**config.mk**
```make
export PLATFORM = sky130hd
export DESIGN_NAME = pipe_ctrl
export DESIGN_NICKNAME = d
export VERILOG_FILES = /design/src/rtl/pipe_ctrl_pkg.sv /design/src/rtl/pipe_ctrl_hazard_unit.sv /design/src/rtl/pipe_ctrl.sv
export SDC_FILE = /design/constraint.sdc
export NUM_CORES = 1
export LEC_CHECK = 0
export CAP_MARGIN = 20
export CORE_MARGIN = 1.5
export CORE_UTILIZATION = 47
export DETAILED_ROUTE_END_ITERATION = 16
export PLACE_DENSITY = 0.79
export SYNTH_ARGS = -nofsm -noshare
export SYNTH_HDL_FRONTEND = slang
export SYNTH_SLANG_ARGS = --single-unit
```
**constraint.sdc**
```tcl
create_clock -name clk -period 2.88 [get_ports clk]
set_clock_uncertainty 0.15 [all_clocks]
set_input_delay 0.288 -clock clk [delete_from_list [all_inputs] [get_ports clk]]
set_output_delay 0.288 -clock clk [all_outputs]
set_load 0.05 [all_outputs]
```
**src/rtl/pipe_ctrl_pkg.sv**
```systemverilog
// Shared types for the RV32I pipeline controller: forward-select encoding and stage record.
// Stage IDs live beside stage_t because their width is a parameter of pipe_ctrl.
package pipe_ctrl_pkg;

    typedef enum logic [1:0] {
        FWD_RF = 2'b00,
        FWD_X  = 2'b01,
        FWD_M  = 2'b10
    } fwd_sel_t;

    typedef struct packed {
        logic       valid;
        logic [4:0] rd;
        logic       rd_we;
        logic       is_load;
        logic       is_mem;
    } stage_t;

    localparam stage_t STAGE_EMPTY = '{valid: 1'b0, rd: 5'd0, rd_we: 1'b0, is_load: 1'b0, is_mem: 1'b0};

    // Live stage that writes a nonzero register equal to rs (so rs==x0 never matches).
    function automatic logic writes_reg(stage_t s, logic [4:0] rs);
        return s.valid && s.rd_we && (s.rd != 5'd0) && (s.rd == rs);
    endfunction

endpackage

```
**src/rtl/pipe_ctrl_hazard_unit.sv**
```systemverilog
// Combinational RAW/load-use detection and operand forward selection for the I instruction.
// PIPE_FORWARD_EN selects bypassing; without it every RAW against X or M stalls.
module pipe_hazard_unit
    import pipe_ctrl_pkg::*;
(
    input  stage_t     x_stage,
    input  stage_t     m_stage,
    input  logic [4:0] rs1,
    input  logic [4:0] rs2,
    input  logic       rs1_use,
    input  logic       rs2_use,
    output logic       hazard,
    output fwd_sel_t   fwd_rs1_sel,
    output fwd_sel_t   fwd_rs2_sel
);

    logic x_hit1, x_hit2, m_hit1, m_hit2;
    logic unused_fields;

    always_comb begin
        x_hit1 = writes_reg(x_stage, rs1);
        x_hit2 = writes_reg(x_stage, rs2);
        m_hit1 = writes_reg(m_stage, rs1);
        m_hit2 = writes_reg(m_stage, rs2);
        unused_fields = ^{x_stage.is_load, x_stage.is_mem, m_stage.is_load, m_stage.is_mem};
`ifdef PIPE_FORWARD_EN
        // Only a load in X cannot be bypassed in time.
        hazard = x_stage.is_load && ((rs1_use && x_hit1) || (rs2_use && x_hit2));
        fwd_rs1_sel = x_hit1 ? FWD_X : (m_hit1 ? FWD_M : FWD_RF);
        fwd_rs2_sel = x_hit2 ? FWD_X : (m_hit2 ? FWD_M : FWD_RF);
`else
        hazard = (rs1_use && (x_hit1 || m_hit1)) || (rs2_use && (x_hit2 || m_hit2));
        fwd_rs1_sel = FWD_RF;
        fwd_rs2_sel = FWD_RF;
`endif
    end

endmodule

```
**src/rtl/pipe_ctrl.sv**
```systemverilog
// Pipeline controller for the I/X/M RV32I core with retire marker R: stalls, flushes,
// forwarding and per-stage valid/sequence-ID tracking. Bypassing enabled by PIPE_FORWARD_EN.
module pipe_ctrl
    import pipe_ctrl_pkg::*;
#(
    parameter int unsigned ID_W = 32
) (
    input  logic            clk,
    input  logic            reset,
    input  logic            if_valid,
    input  logic [4:0]      if_rs1,
    input  logic [4:0]      if_rs2,
    input  logic            if_rs1_use,
    input  logic            if_rs2_use,
    input  logic [4:0]      if_rd,
    input  logic            if_rd_we,
    input  logic            if_is_load,
    input  logic            if_is_mem,
    input  logic            x_redirect,
    input  logic            mem_ready,
    output logic            stall_i,
    output logic            stall_all,
    output logic            flush_i,
    output fwd_sel_t        fwd_rs1_sel,
    output fwd_sel_t        fwd_rs2_sel,
    output logic            rf_we,
    output logic [4:0]      rf_waddr,
    output logic            inst_v_i,
    output logic            inst_v_x,
    output logic            inst_v_m,
    output logic            inst_v_r,
    output logic [ID_W-1:0] ci,
    output logic [ID_W-1:0] cx,
    output logic [ID_W-1:0] cm,
    output logic [ID_W-1:0] cr
);

    stage_t          x_q, x_d, m_q, m_d;
    logic [ID_W-1:0] next_id_q, next_id_d;
    logic [ID_W-1:0] x_id_q, x_id_d, m_id_q, m_id_d, r_id_q, r_id_d;
    logic            r_valid_q, r_valid_d;

    logic            hazard;
    fwd_sel_t        fwd1_raw, fwd2_raw;
    logic            mem_stall, redirect, hold_i, accept;

    pipe_hazard_unit u_hazard (
        .x_stage     (x_q),
        .m_stage     (m_q),
        .rs1         (if_rs1),
        .rs2         (if_rs2),
        .rs1_use     (if_rs1_use),
        .rs2_use     (if_rs2_use),
        .hazard      (hazard),
        .fwd_rs1_sel (fwd1_raw),
        .fwd_rs2_sel (fwd2_raw)
    );

    // Priority: memory stall freezes everything, then redirect, then data hazards.
    always_comb begin
        mem_stall = m_q.valid && m_q.is_mem && !mem_ready;
        redirect  = x_redirect && !mem_stall;
        hold_i    = if_valid && hazard && !redirect && !mem_stall;
        accept    = if_valid && !hold_i && !redirect && !mem_stall;
    end

    always_comb begin
        next_id_d = next_id_q;
        x_d       = x_q;
        x_id_d    = x_id_q;
        m_d       = m_q;
        m_id_d    = m_id_q;
        r_valid_d = 1'b0;
        r_id_d    = r_id_q;
        if (accept) begin
            next_id_d = next_id_q + ID_W'(1);
        end
        if (!mem_stall) begin
            // A held or flushed I slot enters X as a bubble.
            x_d = '{valid: accept, rd: if_rd, rd_we: if_rd_we,
                    is_load: if_is_load, is_mem: if_is_mem};
            x_id_d    = next_id_q;
            m_d       = x_q;
            m_id_d    = x_id_q;
            r_valid_d = m_q.valid;
            r_id_d    = m_id_q;
        end
    end

    always_ff @(posedge clk) begin
        if (!reset) begin
            next_id_q <= '0;
            x_q       <= STAGE_EMPTY;
            x_id_q    <= '0;
            m_q       <= STAGE_EMPTY;
            m_id_q    <= '0;
            r_valid_q <= 1'b0;
            r_id_q    <= '0;
        end else begin
            next_id_q <= next_id_d;
            x_q       <= x_d;
            x_id_q    <= x_id_d;
            m_q       <= m_d;
            m_id_q    <= m_id_d;
            r_valid_q <= r_valid_d;
            r_id_q    <= r_id_d;
        end
    end

    always_comb begin
        stall_i     = reset && hold_i;
        stall_all   = reset && mem_stall;
        flush_i     = reset && redirect;
        fwd_rs1_sel = reset ? fwd1_raw : FWD_RF;
        fwd_rs2_sel = reset ? fwd2_raw : FWD_RF;
        rf_we       = reset && m_q.valid && m_q.rd_we && (m_q.rd != 5'd0) && !mem_stall;
        rf_waddr    = m_q.rd;
        inst_v_i    = reset && if_valid && !redirect;
        inst_v_x    = x_q.valid;
        inst_v_m    = m_q.valid;
        inst_v_r    = r_valid_q;
        ci          = next_id_q;
        cx          = x_id_q;
        cm          = m_id_q;
        cr          = r_id_q;
    end

endmodule

```
== Yosys cells after proc, flatten, opt, wreduce, memory -nomap -nowiden ==
Index checks and enable logic that the tools add are counted.
Storage, ports and cells
  word-level logic and storage cells: 57
  register bits after elaboration: 145
Operators by class
  bitwise gates (word level): 1
  reduce and logical (&&, ||, !) cells: 38
  $add $sub $neg: 1
  equal/unequal tests: 4
Operators with widths (count)
  32-bit by 1-bit adder with 32-bit output (second input constant): 1
  1-bit logical AND: 28
  5-bit == test: 4
  5-bit nonzero test: 2
  1-bit zero test: 4
  1-bit logical OR: 3
  2-bit OR reduction: 1
  1-bit NOT: 1

== Logic depth before layout (Yosys ltp) ==
  word-level depth: 13
  mapped depth: 9

== Hierarchy ==
A second synthesis with hierarchy kept.
Unflattened totals
  cells, all modules: 743
  area, all modules: 5891.9 µm²
Modules (own cells, without submodules)
  pipe_ctrl: sequential area each 2942.8 µm², area an instance 5586.6 µm², times used 1, cells each 705
  pipe_hazard_unit: sequential area each 0.0 µm², area an instance 305.3 µm², times used 1, cells each 38

== Least setup slack after synthesis ==
Ideal clock, no wire load.
  path kind: register to output
  start point: reg m_q (netlist bit inst_v_m)
  end point: out stall_i
  slack: -0.455 ns
  buffers on the path: 2
  data required time: 2.442 ns
  data arrival time: 2.897 ns
  stages on the path, launching flop included: 7
  cells stage by stage: dfxtp_1 o311a_1 clkinv_2 o22ai_1 buf_2 buf_2 nor3b_1
Between the ends
  cells in the longest elaborated chain, start to end: 10
  elaborated cells between the ends (all ways): 18
RTL lines
  from (decl): line pipe_ctrl.sv:38  | stage_t x_q, x_d, m_q, m_d;
  from (signal assigned): line pipe_ctrl.sv:103  | m_q <= m_d;
  1-bit logical AND (3 in series): line pipe_ctrl_pkg.sv:23  | return s.valid && s.rd_we && (s.rd != 5'd0) && (s.rd == rs);
  1-bit logical OR: line pipe_ctrl_hazard_unit.sv:32  | hazard = (rs1_use && (x_hit1 || m_hit1)) || (rs2_use && (x_hit2 || m_hit2));
  1-bit logical AND: line pipe_ctrl_hazard_unit.sv:32
  1-bit logical OR: line pipe_ctrl_hazard_unit.sv:32
  1-bit logical AND (2 in series): line pipe_ctrl.sv:63  | hold_i = if_valid && hazard && !redirect && !mem_stall;
  1-bit logical AND *: line pipe_ctrl.sv:63
  1-bit logical AND *: line pipe_ctrl.sv:111  | stall_i = reset && hold_i;
  to (decl): line pipe_ctrl.sv:21  | output logic stall_i,
Every way passes the cells marked *; elsewhere a longest branch is shown, timed or not.

== Worst setup path after layout ==
  start point: reg m_q (netlist bit rf_waddr[4])
  end point: out stall_i
Between the ends
  cells in the longest elaborated chain, start to end: 10
  elaborated cells between the ends (all ways): 15
RTL lines (line)
  5-bit nonzero test: pipe_ctrl_pkg.sv:23
  1-bit logical AND (2 in series): pipe_ctrl_pkg.sv:23
  1-bit logical OR: pipe_ctrl_hazard_unit.sv:32
  1-bit logical AND: pipe_ctrl_hazard_unit.sv:32
  1-bit logical OR *: pipe_ctrl_hazard_unit.sv:32
  1-bit logical AND * (3 in series): pipe_ctrl.sv:63
  1-bit logical AND *: pipe_ctrl.sv:111
Marked as above.

==> key figures <==
Detailed routing
  – Average wire per standard cell: about 16 um
  – Max Used Layer: met4
  – WL met1: roughly 7100 um
  – Metal3 WL: roughly 1200 um
  – Drc violations: 0
  – Vias: between 5,000 and 6,000
  – Wire length on met2: approximately 8000 um
  – DR iter-0 viols: just under 500
  – Drt pass-1 iters: 5
  – Number of routed nets with antenna violations: 0
  – DR vias/cell: around 5.4
  – DRT Wirelength: ~17,000 um

Cells and area
  – Fill count: approximately 950
  – Layout cells sized above 1: 0.0757
  – NumNets Final: between 900 and 1,000
  – Most frequent cells in the layout: nand2_1, clkdlybuf4s50_1, dfxtp_1
  – Area grow syn2layout: 42.2%
  – Non-Filler Instances: 1,066
  – Antenna diodes: 0
  – Commonest non-fill, non-tap cell in the layout: nand2_1

Clock tree
  – Clock-pin slew on the worst setup and hold paths: 0.06 ns
  – Clk sinks: roughly 150
  – Post-cts sizing count: 1
  – TritonCTS buffer count: 17
  – CTS root buf: clkbuf_16
  – CTS Hold Bufs: 0
  – Clock Latency Late Sink: 0.42 ns
  – CTS tree: built
  – Setup Fix Bufs, Post-CTS: 0
  – Clock Path Buffers: 2
  – H-tree depth: 4

Run
  – MaxCap Viol Count: 0

Hold path
  – Hold Crit Class: primary input to flip-flop
  – Worst hold path stage count: 3

Global route
  – Number of global-route vias before repair: around 5,300
  – Grt ovf: 0
  – Total track usage: 0.249
  – Largest net degree at the start of global routing: 95
  – First-pass GRT wire length: between 20,000 and 30,000 um
  – Antenna violations before repair: 0

Synthesis
  – Mean Syn Cell Area: slightly below 8 um2
  – Synth Flop Type: dfxtp_1
  – Post-synth ARST share: 0
  – Synth cell types: 43
  – Synthesized area: 0.00585 mm2
  – Yosys warns: 0
  – Register area share after synthesis: 0.497
  – Number of synthesized flops with an enable pin: 0
  – Flop and latch count out of synthesis: 145
  – Post-Synthesis Cells: approximately 740

Floorplanning
  – Die height: approximately 110 um
  – # IOs: between 150 and 200
  – Total core area: 0.0121 mm2
  – FP Rows: 40
  – Initial Util: 0.485
  – Die ar.: ~0.013 mm2
  – Die W: 115 um

Setup path
  – Crit path required time: approximately 2.4 ns
  – CP endpoint kind: output port
  – Crit path DAT: between 2 and 2.5 ns
  – Critical-path maximum fanout: 25
  – Crit start category: flip-flop
  – WS Path Type: flip-flop to output port
  – R2R cell count: 7

STA
  – Tcrit/Tclk final: 0.967
  – Max frequency: 0.359 GHz
  – Slew @ Worst Pin: 0.739 ns
  – Final Setup Violations: 0
  – Slew Limit Headroom: 0.507
  – Final min period: around 2.8 ns
  – Final hold violations: 0
  – Final Max Slew Viols: 0
  – Setup TNS Final: 0 ns

Placement
  – Cells after DPL: a little over 1,000
  – DP HPWL: 11,300 um
  – RePlAce Congestion: 0.951
  – Number of port buffers: between 150 and 200

Run status
  – Status: finished clean

Power
  – PwrDens: between 500 and 600 mW/mm2
  – Maximum vdd ir drop: roughly 0.39 mV
  – Leak: around 2.7 nW
cell usage after synthesis (all sizes together), types with 7 or more instances:
master / number / area [um2]
xor2: 16 / 140
nor2: 12 / 45.0
nand3: 13 / 65.1
o31ai: 15 / 113
o21ai: 12 / 60.1
dfxtp: 145 / 2900
a21oi: 135 / 676
nand4: 7 / 43.8
or3: 9 / 56.3
nor4: 7 / 50.1
or4: 14 / 105
clkbuf: 41 / 154
nand2: 242 / 908
buf: 16 / 105
metal layers:
layer / global-route usage / vias to the layer above
met4: 0.118 / 0
met2: 0.407 / 221
li1: - / 2797
met1: 0.310 / 2740
met3: 0.0609 / 31
met5: 0 / -
report_power, final:
group / switching (mW) / internal (mW) / total, mW
Sequential: 0.0192 / 2.02 / 2.04
Clock: 0.873 / 1.40 / 2.27
Combinational: 0.129 / 0.0779 / 0.207
cell families after synthesis:
| logic type | Yosys count | share of synthesized area |
|---|---|---|
| buffers and inverters | 63 | 0.0484 |
| adders and majority gates | 1 | 0.00214 |
| muxes | 3 | 0.00514 |
| DFF | 145 | 0.497 |
| xor gates and xnor gates | 20 | 0.0300 |
| other | 1 | 0.000642 |
| AOI/OAI and AO/OA | 176 | 0.167 |
| and+or+nand+nor | 333 | 0.251 |
cell type report:
| type | instances | area [um2] | area share |
|---|---|---|---|
| Clock inverter | 14 | 178 | 0.0214 |
| Clock buffer | 18 | 439 | 0.0528 |
| Multi-Input combinational cell | 537 | 2730 | 0.329 |
| Timing Repair Buffer | 178 | 1820 | 0.219 |
| Sequential cell | 145 | 2910 | 0.350 |
| Inverter | 6 | 26.3 | 0.00316 |
| Tap cell | 168 | 210 | 0.0253 |
metrics by stage:
| step | instance area [um2] | hold WS, ns | total power, mW | util | worst slack, ns |
|---|---|---|---|---|---|
| floorplan | 5860 | 0.278 | 2.20 | - | 0.0456 |
| global placement | 7640 | 0.288 | 2.27 | 0.634 | 0.0701 |
| detailed placement | 7640 | 0.295 | 2.28 | 0.634 | -0.119 |
| CTS | 8270 | 0.268 | 4.53 | 0.685 | 0.0281 |
| global route | 8310 | 0.280 | 4.65 | 0.689 | -0.0208 |
| finish | 8310 | 0.273 | 4.52 | 0.689 | 0.0940 |
critical path: stages (launching register included):
cell and delay, ns:
dfxtp_1 0.47, xor2_1 0.13, nor4_2 0.31, a32oi_2 0.20, o22ai_2 0.22, buf_12 0.18
nor3b_2 0.25, buf_12 0.17
state kept, by name, indices dropped and copies added, names as in the netlist:
register	count
ci	32
x_q	7
inst_v_m	1
inst_v_x	1
cx	32
m_q	2
inst_v_r	1
rf_waddr	5
cm	32
cr	32
path summary, 6_finish.rpt:
path	from	endpoint	slack (ns)
hold / removal	if_rd[3]	x_q[6]	0.27
setup / recovery	rf_waddr[4]	stall_i	0.09
setup reg to reg	x_q[6]	ci[30]	0.31
hold reg to reg	cr[12]	cr[12]	0.30
(Power assumes the default switching activity.)
